## src/rtl/move_scheduler_if.sv

```systemverilog
`default_nettype none
// ============================================================================
// move_scheduler_if : command / response handshake to the board collision checker
// Rev 1.0
// ============================================================================
interface move_scheduler_if;
  logic       cmd_valid;
  logic [2:0] cmd_op;
  logic       cmd_ready;
  logic       rsp_valid;
  logic       rsp_ok;

  modport master (
    output cmd_valid,
    output cmd_op,
    input  cmd_ready,
    input  rsp_valid,
    input  rsp_ok
  );

  modport slave (
    input  cmd_valid,
    input  cmd_op,
    output cmd_ready,
    output rsp_valid,
    output rsp_ok
  );
endinterface
`default_nettype wire

```

## src/rtl/move_scheduler.sv

```systemverilog
`default_nettype none
// ============================================================================
// move_scheduler : serialises key moves, gravity and spawns onto the board checker
// Rev 1.0
// ============================================================================
module move_scheduler #(
  parameter int LOCK_DELAY  = 2,
  parameter int RSP_TIMEOUT = 255
) (
  input  logic             CLOCK_50,
  input  logic             reset,
  input  logic             enable,
  input  logic             grav_tick,
  input  logic             key_left,
  input  logic             key_right,
  input  logic             key_down,
  input  logic             key_rotate,
  move_scheduler_if.master chk,
  output logic             commit,
  output logic [2:0]       commit_op,
  output logic             lock,
  output logic             game_over,
  output logic             busy,
  output logic             err_timeout
);

  localparam logic [2:0] c_OP_LEFT  = 3'd0;
  localparam logic [2:0] c_OP_RIGHT = 3'd1;
  localparam logic [2:0] c_OP_ROT   = 3'd2;
  localparam logic [2:0] c_OP_SOFT  = 3'd3;
  localparam logic [2:0] c_OP_GRAV  = 3'd4;
  localparam logic [2:0] c_OP_SPAWN = 3'd5;

  localparam int c_P_GRAV  = 0;
  localparam int c_P_ROT   = 1;
  localparam int c_P_DOWN  = 2;
  localparam int c_P_LEFT  = 3;
  localparam int c_P_RIGHT = 4;

  localparam logic [3:0] c_LOCK_DELAY  = 4'(LOCK_DELAY);
  localparam logic [7:0] c_RSP_TIMEOUT = 8'(RSP_TIMEOUT);

  typedef enum logic [3:0] {
    S_IDLE        = 4'd0,
    S_ISSUE       = 4'd1,
    S_WAIT_RSP    = 4'd2,
    S_COMMIT      = 4'd3,
    S_FAIL        = 4'd4,
    S_LOCK        = 4'd5,
    S_SPAWN_ISSUE = 4'd6,
    S_SPAWN_WAIT  = 4'd7,
    S_OVER        = 4'd8
  } state_t;

  state_t     r_state, w_state_nxt;
  logic [3:0] r_key_d;
  logic       r_en_d;
  logic [4:0] r_pend;
  logic       r_spawn_req;
  logic [2:0] r_op, w_op_nxt;
  logic [3:0] r_lock_cnt, w_lock_cnt_nxt;
  logic [7:0] r_to_cnt, w_to_cnt_nxt;
  logic       r_err;

  logic [3:0] w_keys;
  logic [4:0] w_edge;
  logic [4:0] w_pend_clr;
  logic       w_pend_flush, w_spawn_take, w_err_set;
  logic       w_capture, w_en_rise, w_cmd_valid, w_xfer, w_is_down;
  logic [3:0] w_lock_inc;
  logic [7:0] w_to_inc;

  // Key bits line up with pending bits ROT..RIGHT; gravity is already a pulse.
  assign w_keys     = {key_right, key_left, key_down, key_rotate};
  assign w_edge     = {w_keys & ~r_key_d, grav_tick};
  assign w_en_rise  = enable & ~r_en_d;
  assign w_capture  = enable && (r_state != S_OVER) &&
                      (r_state != S_SPAWN_ISSUE) && (r_state != S_SPAWN_WAIT);
  assign w_cmd_valid = enable && ((r_state == S_ISSUE) || (r_state == S_SPAWN_ISSUE));
  assign w_xfer     = w_cmd_valid && chk.cmd_ready;
  assign w_is_down  = (r_op == c_OP_SOFT) || (r_op == c_OP_GRAV);
  assign w_lock_inc = r_lock_cnt + 4'd1;
  assign w_to_inc   = r_to_cnt + 8'd1;

  always_ff @(posedge CLOCK_50) begin
    if (reset) r_state <= S_IDLE;
    else       r_state <= w_state_nxt;
  end

  always_comb begin
    w_state_nxt    = r_state;
    w_op_nxt       = r_op;
    w_pend_clr     = '0;
    w_pend_flush   = 1'b0;
    w_spawn_take   = 1'b0;
    w_lock_cnt_nxt = r_lock_cnt;
    w_to_cnt_nxt   = r_to_cnt;
    w_err_set      = 1'b0;
    case (r_state)
      S_IDLE: begin
        if (r_spawn_req) begin
          w_state_nxt  = S_SPAWN_ISSUE;
          w_op_nxt     = c_OP_SPAWN;
          w_spawn_take = 1'b1;
        end else if (r_pend[c_P_GRAV]) begin
          w_state_nxt = S_ISSUE; w_op_nxt = c_OP_GRAV;  w_pend_clr[c_P_GRAV]  = 1'b1;
        end else if (r_pend[c_P_ROT]) begin
          w_state_nxt = S_ISSUE; w_op_nxt = c_OP_ROT;   w_pend_clr[c_P_ROT]   = 1'b1;
        end else if (r_pend[c_P_DOWN]) begin
          w_state_nxt = S_ISSUE; w_op_nxt = c_OP_SOFT;  w_pend_clr[c_P_DOWN]  = 1'b1;
        end else if (r_pend[c_P_LEFT]) begin
          w_state_nxt = S_ISSUE; w_op_nxt = c_OP_LEFT;  w_pend_clr[c_P_LEFT]  = 1'b1;
        end else if (r_pend[c_P_RIGHT]) begin
          w_state_nxt = S_ISSUE; w_op_nxt = c_OP_RIGHT; w_pend_clr[c_P_RIGHT] = 1'b1;
        end
      end
      S_ISSUE: begin
        if (w_xfer) begin
          w_state_nxt  = S_WAIT_RSP;
          w_to_cnt_nxt = '0;
        end
      end
      S_WAIT_RSP: begin
        w_to_cnt_nxt = w_to_inc;
        if (chk.rsp_valid) begin
          w_state_nxt = chk.rsp_ok ? S_COMMIT : S_FAIL;
        end else if (w_to_inc == c_RSP_TIMEOUT) begin
          w_state_nxt = S_FAIL;
          w_err_set   = 1'b1;
        end
      end
      S_COMMIT: begin
        if (w_is_down) w_lock_cnt_nxt = '0;
        w_state_nxt = S_IDLE;
      end
      S_FAIL: begin
        w_state_nxt = S_IDLE;
        if (w_is_down) begin
          w_lock_cnt_nxt = w_lock_inc;
          if (w_lock_inc == c_LOCK_DELAY) w_state_nxt = S_LOCK;
        end
      end
      S_LOCK: begin
        w_lock_cnt_nxt = '0;
        w_pend_flush   = 1'b1;
        w_state_nxt    = S_SPAWN_ISSUE;
        w_op_nxt       = c_OP_SPAWN;
      end
      S_SPAWN_ISSUE: begin
        if (w_xfer) begin
          w_state_nxt  = S_SPAWN_WAIT;
          w_to_cnt_nxt = '0;
        end
      end
      S_SPAWN_WAIT: begin
        w_to_cnt_nxt = w_to_inc;
        if (chk.rsp_valid) begin
          w_state_nxt = chk.rsp_ok ? S_COMMIT : S_OVER;
        end else if (w_to_inc == c_RSP_TIMEOUT) begin
          w_state_nxt = S_OVER;
          w_err_set   = 1'b1;
        end
      end
      S_OVER: w_state_nxt = S_OVER;
      default: w_state_nxt = S_IDLE;
    endcase
    // Leaving gameplay aborts everything, including any response still in flight.
    if (!enable) begin
      w_state_nxt    = S_IDLE;
      w_pend_flush   = 1'b1;
      w_lock_cnt_nxt = '0;
    end
  end

  always_ff @(posedge CLOCK_50) begin
    if (reset) begin
      r_key_d     <= '0;
      r_en_d      <= 1'b0;
      r_pend      <= '0;
      r_spawn_req <= 1'b0;
      r_op        <= '0;
      r_lock_cnt  <= '0;
      r_to_cnt    <= '0;
      r_err       <= 1'b0;
    end else begin
      r_key_d <= w_keys;
      r_en_d  <= enable;
      // A fresh edge beats the clear of the bit being issued, so it is not lost.
      r_pend  <= w_pend_flush ? 5'd0 : ((r_pend & ~w_pend_clr) | (w_capture ? w_edge : 5'd0));
      if (!enable)           r_spawn_req <= 1'b0;
      else if (w_en_rise)    r_spawn_req <= 1'b1;
      else if (w_spawn_take) r_spawn_req <= 1'b0;
      r_op       <= w_op_nxt;
      r_lock_cnt <= w_lock_cnt_nxt;
      r_to_cnt   <= w_to_cnt_nxt;
      if (w_err_set) r_err <= 1'b1;
    end
  end

  assign chk.cmd_valid = w_cmd_valid;
  assign chk.cmd_op    = r_op;
  assign commit        = (r_state == S_COMMIT);
  assign commit_op     = commit ? r_op : 3'd0;
  assign lock          = (r_state == S_LOCK);
  assign game_over     = (r_state == S_OVER);
  assign busy          = (r_state != S_IDLE);
  assign err_timeout   = r_err;

endmodule
`default_nettype wire

```

## src/flat_wrapper.sv

```systemverilog
// flat-port wrapper written by rule: the top's interface ports become plain ports
module move_scheduler_flat 
#(
  parameter int LOCK_DELAY  = 2,
  parameter int RSP_TIMEOUT = 255
)
  (CLOCK_50, reset, enable, grav_tick, key_left, key_right, key_down, key_rotate, commit, commit_op, lock, game_over, busy, err_timeout, chk_cmd_valid, chk_cmd_op, chk_cmd_ready, chk_rsp_valid, chk_rsp_ok);
  move_scheduler_if chk_i ();
  input  logic CLOCK_50;
  input  logic reset;
  input  logic enable;
  input  logic grav_tick;
  input  logic key_left;
  input  logic key_right;
  input  logic key_down;
  input  logic key_rotate;
  output logic commit;
  output logic [2:0] commit_op;
  output logic lock;
  output logic game_over;
  output logic busy;
  output logic err_timeout;
  output wire logic [$bits(chk_i.cmd_valid)-1:0] chk_cmd_valid;
  output wire logic [$bits(chk_i.cmd_op)-1:0] chk_cmd_op;
  input wire logic [$bits(chk_i.cmd_ready)-1:0] chk_cmd_ready;
  input wire logic [$bits(chk_i.rsp_valid)-1:0] chk_rsp_valid;
  input wire logic [$bits(chk_i.rsp_ok)-1:0] chk_rsp_ok;
  assign chk_cmd_valid = chk_i.cmd_valid;
  assign chk_cmd_op = chk_i.cmd_op;
  assign chk_i.cmd_ready = chk_cmd_ready;
  assign chk_i.rsp_valid = chk_rsp_valid;
  assign chk_i.rsp_ok = chk_rsp_ok;
  move_scheduler #(.LOCK_DELAY(LOCK_DELAY), .RSP_TIMEOUT(RSP_TIMEOUT)) u_core (.CLOCK_50(CLOCK_50), .reset(reset), .enable(enable), .grav_tick(grav_tick), .key_left(key_left), .key_right(key_right), .key_down(key_down), .key_rotate(key_rotate), .chk(chk_i), .commit(commit), .commit_op(commit_op), .lock(lock), .game_over(game_over), .busy(busy), .err_timeout(err_timeout));
endmodule
```

## config.mk

```make
export PLATFORM = sky130hd
export DESIGN_NAME = move_scheduler_flat
export DESIGN_NICKNAME = d
export VERILOG_FILES = /design/src/rtl/move_scheduler_if.sv /design/src/rtl/move_scheduler.sv /design/src/flat_wrapper.sv
export SDC_FILE = /design/constraint.sdc
export NUM_CORES = 1
export LEC_CHECK = 0
export BUFFER_PORTS_ARGS = -buffer_cell sky130_fd_sc_hd__buf_2
export CAP_MARGIN = 10
export CORE_MARGIN = 2
export CORE_UTILIZATION = 61
export CTS_CLUSTER_DIAMETER = 120
export CTS_CLUSTER_SIZE = 24
export DETAILED_ROUTE_END_ITERATION = 7
export GPL_ROUTABILITY_DRIVEN = 0
export PLACE_DENSITY = 0.84
export SYNTH_ARGS = -nofsm -noshare
export SYNTH_HDL_FRONTEND = slang
export SYNTH_SLANG_ARGS = --single-unit
```

## constraint.sdc

```tcl
create_clock -name CLOCK_50 -period 6.1 [get_ports CLOCK_50]
set_input_delay 0.305 -clock CLOCK_50 [delete_from_list [all_inputs] [get_ports CLOCK_50]]
set_output_delay 0.305 -clock CLOCK_50 [all_outputs]
set_load 0.005 [all_outputs]
```

**After elaboration in Yosys (flattened, before gate mapping)**

Index checks and enable logic that the tools add are counted.

- Register bits: 31
- Input port bits: 11
- Output and inout bits: 12
- Word-level logic and storage cells: 114

- Add/subtract/negate cells: 2
- Equal/unequal tests: 23
- Muxes and demuxes: 51
- Bitwise operators: 8
- Reductions and logical operators: 21

Operators by type and width:

| operator | number |
|---|---|
| $mux W4 | 17 |
| $pmux W4 S8 | 1 |
| $mux W3 | 10 |
| $eq A4 B3 Y1 const B | 4 |
| $pmux W8 S2 | 1 |
| $mux W1 | 15 |
| $mux W5 | 3 |
| $eq A4 B2 Y1 const B | 3 |
| $pmux W4 S3 | 1 |
| $add A8 B1 Y8 const B | 1 |
| $eq A8 B8 Y1 const B | 1 |
| $mux W8 | 1 |
| $ne A2 B1 Y1 const B | 4 |
| $ne A4 B3 Y1 const B | 2 |
| $reduce_or A2 Y1 | 4 |
| $ne A7 B1 Y1 const B | 1 |
| $ne A3 B2 Y1 const B | 2 |
| $pmux W3 S2 | 1 |
| $reduce_bool A2 Y1 | 3 |
| $and A5 B5 Y5 | 1 |
| $logic_and A1 B1 Y1 | 5 |
| $not A5 Y5 | 1 |
| $or A5 B5 Y5 | 1 |
| $reduce_and A5 Y1 | 1 |
| other kinds (18) | 21 |

**Depth between registers and ports, before layout**

Gate-level depths: netlist of run 1.

- Word-level depth: 10
- Gate-level depth with buffers: 7
- Gate-level depth less buffers: 7

**Least setup slack after synthesis of run 1**

No wires, ideal clock.

- Path type: flip-flop to flip-flop
- From: reg u_core.r_state[0]
- To: reg u_core.r_op[2], in the netlist u_core.chk.cmd_op[2]
- Library setup time: 0.128 ns
- Arrival: 1.953 ns
- Required time: 5.972 ns
- Slack: 4.020 ns
- Cell stages (with the launch flop): 8
- Path buffers: 1
- Period minus slack after synthesis: 2.080 ns
- Cells stage by stage: dfxtp_1 buf_6 or4_4 or4_4 nor4_4 or4b_4 mux2i_1 nor2_1

- Word-level cells in the longest chain between the ends: 3
- Elaborated cells between the ends (all ways): 6
- Those cells by class: eq/ne: 2; mux: 1; reduce/logical: 3

Ends and longest elaborated chain:

| element | line | text |
|---|---|---|
| start: declaration | move_scheduler.sv:55 | `state_t r_state, w_state_nxt;` |
| start signal: assignment | move_scheduler.sv:87 | `else r_state <= w_state_nxt;` |
| $logic_not A4 Y1 or $eq A4 B3 Y1 (tied branches) | move_scheduler.sv:99 | `case (r_state)` |
| $ne A7 B1 Y1 (no line) or $reduce_bool A2 Y1 (tied branches) | - |  |
| $reduce_and A2 Y1 (no line) | - |  |
| end signal: assignment | move_scheduler.sv:193 | `r_op <= w_op_nxt;` |
| end: declaration | move_scheduler.sv:60 | `logic [2:0] r_op, w_op_nxt;` |

Several ways; a longest one is shown, not always the timed one.
A chain may end at the register's enable or synchronous reset.

**Final worst setup path of run 1**

- From: reg u_core.r_to_cnt[1]
- To: reg u_core.r_state[2]

- Word-level cells in the longest chain between the ends: 4
- Elaborated cells between the ends (all ways): 5
- Those cells by class: add/sub: 1; eq/ne: 3; reduce/logical: 1

Ends and longest elaborated chain:

| element | line | text |
|---|---|---|
| start: declaration | move_scheduler.sv:62 | `logic [7:0] r_to_cnt, w_to_cnt_nxt;` |
| start signal: assignment | move_scheduler.sv:195 | `r_to_cnt <= w_to_cnt_nxt;` |
| $add A8 B1 Y8 (*) | move_scheduler.sv:83 | `assign w_to_inc = r_to_cnt + 8'd1;` |
| $eq A8 B8 Y1 (*) | move_scheduler.sv:127, move_scheduler.sv:159 |  |
| $ne A3 B2 Y1 (no line) | - |  |
| $reduce_and A5 Y1 (no line) (*) | - |  |

Every way passes the cells marked *; elsewhere a longest branch is shown, timed or not.

==> results of run 1 <==
[worst reg2reg max path: cells and delay by family, from the launching register on]
kind	cells	cell delay [ns]
AND/OR/NAND/NOR	2	0.39
adder cells (fa/ha/maj)	1	0.32
AO/OA/AOI/OAI	3	0.95
XOR/XNOR	1	0.12
flip-flops	1	0.45
[where the power goes]
part           internal [mW]  switching (mW)  leakage, nW
Combinational         0.0391          0.0448        0.446
Clock                 0.0844          0.0687       0.0383
Sequential             0.211          0.0145        0.252
Total                  0.334           0.128        0.737
[worst max path at each step]
stage | cells after the start | endpoint | from
3_3_place_gp | 6 | u_core.chk.cmd_op[2] | u_core.r_state[1]
4_1_cts | 6 | u_core.chk.cmd_op[2] | u_core.r_state[1]
5_1_grt | 7 | u_core.r_state[2] | u_core.r_to_cnt[1]
2_1_floorplan | 7 | u_core.chk.cmd_op[2] | u_core.r_state[0]
3_5_place_dp | 6 | u_core.chk.cmd_op[2] | u_core.r_state[1]
6_report | 7 | u_core.r_state[2] | u_core.r_to_cnt[1]
[registers in the layout, summed over array words and instances (netlist names)]
register / flops
u_core.err_timeout: 1
u_core.r_state: 4
u_core.chk.cmd_op: 3
u_core.r_lock_cnt: 4
u_core.r_spawn_req: 1
u_core.r_to_cnt: 8
u_core.r_en_d: 1
u_core.r_pend: 5
u_core.r_key_d: 4
[cell families (layout without fill, tap and decap cells)]
logic type | Yosys count | after routing
flops | 31 | 31
xor+xnor | 3 | 3
buf+inv | 15 | 36
simple gates | 108 | 108
compound gates | 61 | 61
mux | 2 | 2
fa+ha+maj | 4 | 4
[per-stage QoR]
step	hold WS, ns	std cells	setup WS, ns
3_5_place_dp	0.401	269	3.80
5_1_grt	0.199	276	3.60
2_1_floorplan	0.375	224	4.02
4_1_cts	0.194	276	3.79
3_3_place_gp	0.394	269	3.84
6_report	0.203	276	3.77
[final cells by class]
| cell class | instances | area, µm² | share of cell area (%) |
|---|---|---|---|
| inverters | 7 | 26.3 | 1.35 |
| clock inverters | 1 | 30.0 | 1.55 |
| clock buffers | 6 | 41.3 | 2.12 |
| flip-flops and latches | 31 | 621 | 31.9 |
| well taps | 31 | 38.8 | 2.00 |
| repair buffers | 22 | 110 | 5.67 |
| multi-input cells | 178 | 1080 | 55.4 |
[routing by layer]
metal  track usage (%)  up-vias  share of wire, %
met5                 0        -                 0
met4              9.30        0               1.3
met3              6.03        5               5.8
met2              40.1       59                48
met1              32.4      757                45
li1                  -      851                 -
[synth_stat cells (all sizes together) (6+ instances only)]
| cell | n | area share, % |
|---|---|---|
| nor2 | 27 | 5.8 |
| inv | 7 | 1.5 |
| nor2b | 8 | 2.8 |
| nand3b | 7 | 3.0 |
| o21ai | 13 | 3.7 |
| and2 | 6 | 2.1 |
| nand3 | 8 | 2.3 |
| nor3 | 6 | 2.0 |
| clkbuf | 7 | 1.5 |
| nand2 | 19 | 4.1 |
| dfxtp | 31 | 35 |
| a21oi | 27 | 7.7 |
==> flow_metrics.env, run 1 <==
export IMPL_max_slew_margin_rel_pct=55.1
export IMPL_total_leakage_power_nw=0.737
export IMPL_fp_coreArea_um2=2760
export IMPL_startpoint_type="flip-flop"
export IMPL_syn_inst=224
export IMPL_clockBufferDepth=2
export IMPL_post_route_period_util_pct=38.2
export IMPL_final_setup_tns_ns=0
export IMPL_required_ns=6.34
export IMPL_synth_top_family_by_area="simple AND/OR/NAND/NOR gates"
export IMPL_syn_area_per_cell_um2=7.86
export IMPL_clk_pin_slew_worst_paths_ns=0.10
export IMPL_antenna_found_initial=0
export IMPL_wl_per_cell_um=13.9
export IMPL_status="completed"
export IMPL_hold_viol_final=0
export IMPL_grt_max_degree=23
export IMPL_dr_first_iter_drc_count=87
export IMPL_finalPower_uw=462
export IMPL_ios=23
export IMPL_period_needed_ns=2.33
export IMPL_setup_viol=0
export IMPL_cts_sinks=31
export IMPL_maxCapViolCount=0
export IMPL_synth_cell_types=46
export IMPL_cts_tree="built"
export IMPL_grt_overflow=0
export IMPL_die_h_um=57.7
export IMPL_num_vias=1672
export IMPL_crit_buf_inv=0
export IMPL_numPortBuffers=22
export IMPL_synthMuxAreaShare_pct=1.14
export IMPL_stdcell_area_um2=1940
export IMPL_hold_end="u_core.r_key_d[1]"
export IMPL_syn_nets=239
export IMPL_cts_resized=0
export IMPL_rr_worst_depth=7
export IMPL_grt_pass1_vias=1459
export IMPL_finish_net_count=260
export IMPL_ys_ff_latch=31
export IMPL_synth_xor_area_share_pct=1.49
export IMPL_hp_start="key_down"
export IMPL_crit_family="compound AO/OA/AOI/OAI gates"
export IMPL_final_layout_size_suffix_gt1_share_pct=15.1
export IMPL_crit_path_max_fanout=7
export IMPL_root_buffer="clkbuf_4"
export IMPL_area_delta_synth_final_pct=10.4
export IMPL_insertion_delay_ns=0.33
export IMPL_numCtsBuffers=5
export IMPL_critPathArrivalTime_ns=2.57
export IMPL_synthFlopType="dfxtp_1"
export IMPL_synthSimpleGateAreaFrac_pct=34.3
export IMPL_die_area_um2=3330
export IMPL_cpMaxStageDelayCell="o41ai_2"
export IMPL_hold_path_class="in2reg"
export IMPL_die_w_um=57.7
export IMPL_place_area_um2=1870
export IMPL_grt_pass1_wl_um=6430
export IMPL_via_per_inst=6.06
export IMPL_clock_skew_ns=0.00763
export IMPL_cts_setup_buffers=0
export IMPL_drc=0
export IMPL_worst_slew_pin_slew_ns=0.670
export IMPL_routed_wl_um=3830
export IMPL_synth_edf_count=0
export IMPL_crit_path_max_incr_delay_ns=0.54
export IMPL_mostFrequentLayoutCells="31 x dfxtp_1, 27 x nor2_1, 27 x a21oi_1, 22 x buf_2, 19 x nand2_1"
export IMPL_layout_commonest_cell="dfxtp_1"
export IMPL_crit_type="reg2reg"
export IMPL_p_per_area_nw_per_um2=238
export IMPL_irDropWorstVdd_mv=0.282
export IMPL_first_pass_iters=4
export IMPL_crit_chain="ha_1 -> nand3_1 -> nor2_1 -> xnor2_1 -> o41ai_2 -> a21oi_1 -> a311oi_1"
export IMPL_hold_depth=2
export IMPL_diodes=0
export IMPL_dp_hpwl_um=2710
export IMPL_yosys_area_share_adder_pct=2.84
export IMPL_r2r_end="u_core.r_state[2]"
export IMPL_max_freq_mhz=429
export IMPL_nFillCells=213
export IMPL_yosysSeqAreaShare_pct=35.3
export IMPL_grt_setup_unrepaired="no"
export IMPL_fp_row_count=19
export IMPL_yosys_warnings=0
export IMPL_finish_utilization_pct=70.5
export IMPL_r2r_slack_ns=3.77
export IMPL_synth_area_um2=1760
export IMPL_r2r_start="u_core.r_to_cnt[1]"
export IMPL_htree_levels=2
export IMPL_async_flop_share_pct=0
export IMPL_synth_compound_area_share_pct=21.4
export IMPL_hold_buffers=0
export IMPL_finalMaxSlewViolations=0
export IMPL_grtUsageTotal_pct=24.9
export IMPL_cp_end_kind="flip-flop"
export IMPL_ant_nets=0
export IMPL_initial_core_util_pct=63.8
Note: power is estimated with default switching activity, not from simulation.
==> inputs of run 2 (changes only) <==
ABC_AREA = 1   (was unset)
CORE_UTILIZATION = 56   (was 61)
PLACE_DENSITY = 0.78   (was 0.84)
clock period = 2.36 ns   (was 6.1 ns; I/O delays follow)
==> run 2 against run 1 <==
Against the previous run: combinational power rose to 3.8 times the previous value; synthesized area down 3.1%; highest routed layer unchanged; total power rose to 2.9 times the previous value.
==> flow_metrics.env, run 2 <==
export IMPL_finalPower_mw=1.35
export IMPL_drc=0
export IMPL_period_needed_ns=1.71
export IMPL_max_freq_mhz=584
export IMPL_r2r_start="u_core.r_to_cnt[0]"
export IMPL_die_h_um=59.2
export IMPL_required_ns=2.24
export IMPL_dp_hpwl_um=2690
export IMPL_yosys_area_share_adder_pct=2.93
export IMPL_yosysTopAreaCellShare_pct=36.4
export IMPL_nFillCells=291
export IMPL_synthSimpleGateAreaFrac_pct=36.2
export IMPL_hp_start="key_right"
export IMPL_status="completed"
export IMPL_yosysSeqAreaShare_pct=36.4
export IMPL_insertion_delay_ns=0.34
export IMPL_hold_path_class="in2reg"
export IMPL_area_delta_synth_final_pct=15.4
export IMPL_cp_end_kind="output port"
export IMPL_syn_nets=265
export IMPL_yosysMostFrequentCell="nand2_1"
export IMPL_yosys_warnings=0
export IMPL_htree_levels=2
export IMPL_cpMaxStageDelayCell="dfxtp_1"
export IMPL_initial_core_util_pct=57.3
export IMPL_crit_path_max_incr_delay_ns=0.42
export IMPL_ant_nets=0
export IMPL_fp_row_count=20
export IMPL_synth_cell_types=30
export IMPL_fp_coreArea_um2=2980
export IMPL_grt_overflow=0
export IMPL_ys_top_cells_by_area="dfxtp_1 36%, nand2_1 12%, inv_1 7.3%, nor2_1 7.3%, a21oi_1 6.5%"
export IMPL_num_vias=1627
export IMPL_first_pass_iters=4
export IMPL_synth_compound_area_share_pct=13.5
export IMPL_max_slew_margin_rel_pct=72.2
export IMPL_die_w_um=59.2
export IMPL_finalMaxSlewViolations=0
export IMPL_hold_end="u_core.r_key_d[3]"
export IMPL_syn_area_per_cell_um2=6.82
export IMPL_synthFlopType="dfxtp_1"
export IMPL_grt_max_degree=18
export IMPL_synthMuxAreaShare_pct=0
export IMPL_place_inst=303
export IMPL_ios=23
export IMPL_ys_ff_latch=31
export IMPL_syn_inst=250
export IMPL_crit_buf_inv=2
export IMPL_worst_slew_pin_slew_ns=0.413
export IMPL_routed_wl_um=3510
export IMPL_grtUsageTotal_pct=21.8
export IMPL_die_area_um2=3500
export IMPL_finish_net_count=296
export IMPL_maxCapViolCount=0
export IMPL_cts_tree="built"
export IMPL_final_layout_size_suffix_gt1_share_pct=20.9
export IMPL_rr_worst_depth=10
export IMPL_hold_depth=3
export IMPL_root_buffer="clkbuf_4"
export IMPL_hold_viol_final=0
export IMPL_synth_xor_area_share_pct=1.54
export IMPL_largest_reg_flops=8
export IMPL_grt_pass1_vias=1407
export IMPL_largest_register="u_core.r_to_cnt"
export IMPL_cts_sinks=31
export IMPL_wl_per_cell_um=11.1
export IMPL_clock_skew_ns=0.00791
export IMPL_setup_viol=0
export IMPL_total_leakage_power_nw=0.908
export IMPL_async_flop_share_pct=0
export IMPL_stdcell_count=315
export IMPL_numPortBuffers=22
export IMPL_crit_chain="inv_2 -> nor2_2 -> nand3_1 -> a21oi_1 -> buf_2"
export IMPL_synth_top_family_by_area="simple AND/OR/NAND/NOR gates"
export IMPL_clockBufferDepth=2
export IMPL_grt_setup_unrepaired="no"
export IMPL_final_setup_tns_ns=0
export IMPL_irDropWorstVdd_mv=0.436
export IMPL_crit_type="reg2out"
export IMPL_crit_family="flip-flops"
export IMPL_synth_area_um2=1710
export IMPL_antenna_found_initial=0
export IMPL_via_per_inst=5.17
export IMPL_r2r_slack_ns=0.68
export IMPL_ys_top_cells_by_count="55 x nand2_1, 33 x inv_1, 33 x nor2_1"
export IMPL_numCtsBuffers=5
export IMPL_mostFrequentLayoutCells="55 x nand2_1, 33 x inv_1, 33 x nor2_1, 31 x dfxtp_1"
export IMPL_post_route_period_util_pct=72.5
export IMPL_layout_commonest_cell="nand2_1"
export IMPL_p_per_area_nw_per_um2=685
export IMPL_grt_pass1_wl_um=5730
export IMPL_startpoint_type="flip-flop"
export IMPL_critPathArrivalTime_ns=1.59
export IMPL_reg_largest_list="u_core.r_to_cnt: 8 flops, u_core.r_pend: 5 flops"
export IMPL_diodes=0
export IMPL_yosysTopAreaCell="dfxtp_1"
export IMPL_r2r_end="u_core.r_state[0]"
export IMPL_dr_first_iter_drc_count=51
export IMPL_clk_pin_slew_worst_paths_ns=0.10
export IMPL_crit_path_max_fanout=5
export IMPL_synth_edf_count=0
run 2: changes by cell type in the layout (fill, tap and decap cells not counted), moves of 5 or more:
cell      previous run  this run
inv_1                7        33
nand3b_1             7         2
nor2_2               0         8
and2_1               6         0
nand3_1              8        15
a21oi_1             27        22
nand2_1             19        55
nor2b_1              8         0
inv_2                0         6
nor2_1              27        33
run 2: per-layer routing:
layer  routed length [µm]  up-vias  part of all wire, %  global-route usage, %
met5                    0        -                    0                      0
met4                   40        0                  1.1                   8.12
met3                  166        7                  4.7                   7.21
met2                 1640       29                   47                   35.0
met1                 1660      729                   47                   27.2
li1                     -      862                    -                      -
run 2: tightest hold or removal path: stages:
cell and delay, ns:
buf_2 0.07, inv_1 0.04, nor2_1 0.08
run 2: report_power, final:
group / internal [mW] / total [mW] / leakage (nW) / switching (mW)
clock network: 0.250 / 0.443 / 0.0482 / 0.193
registers: 0.555 / 0.588 / 0.253 / 0.0327
logic: 0.114 / 0.318 / 0.607 / 0.204
run 2: what timing repair did:
item / CTS / global route
hold endpoints to repair: 4 / 0
gates resized for setup: 0 / 0
hold buffers: 4 / 0
setup buffers: 0 / 0
run 2: how the worst max path moves through the flow:
stage | cells past startpoint | startpoint | end
finish | 5 | u_core.r_state[2] | chk_cmd_valid
floorplan | 10 | u_core.r_to_cnt[0] | u_core.r_state[0]
global route | 10 | u_core.r_to_cnt[0] | u_core.r_state[0]
CTS | 10 | u_core.r_to_cnt[0] | u_core.r_state[0]
detailed placement | 10 | u_core.r_to_cnt[0] | u_core.r_state[0]
global placement | 10 | u_core.r_to_cnt[0] | u_core.r_state[0]
run 2: final cells by class:
class	count	area, µm²	share of cell area (%)
tap	33	41.3	2.10
clock buffer	6	51.3	2.61
multi-input combinational	178	923	46.9
timing repair buffer	26	150	7.63
clock inverter	2	35.0	1.78
sequential	31	621	31.5
inverter	39	146	7.44
run 2: per-stage QoR:
step | area [µm²] | worst slack, ns | hold slack [ns] | utilization, %
after floorplan | 1710 | 0.843 | 0.243 | -
after global placement | 1840 | 0.784 | 0.331 | 61.8
after detailed placement | 1840 | 0.706 | 0.336 | 61.8
after CTS | 1970 | 0.674 | 0.000495 | 66.1
after global routing | 1970 | 0.491 | 0.000734 | 66.1
final | 1970 | 0.649 | 0.00254 | 66.1
run 2: kinds of logic (layout without fill, tap and decap cells):
kind of cell | Yosys count | in the layout
buffers and inverters | 41 | 73
flip-flops | 31 | 31
AND/OR/NAND/NOR | 131 | 131
AO/OA/AOI/OAI | 40 | 40
adder cells (fa/ha/maj) | 4 | 4
XOR/XNOR | 3 | 3
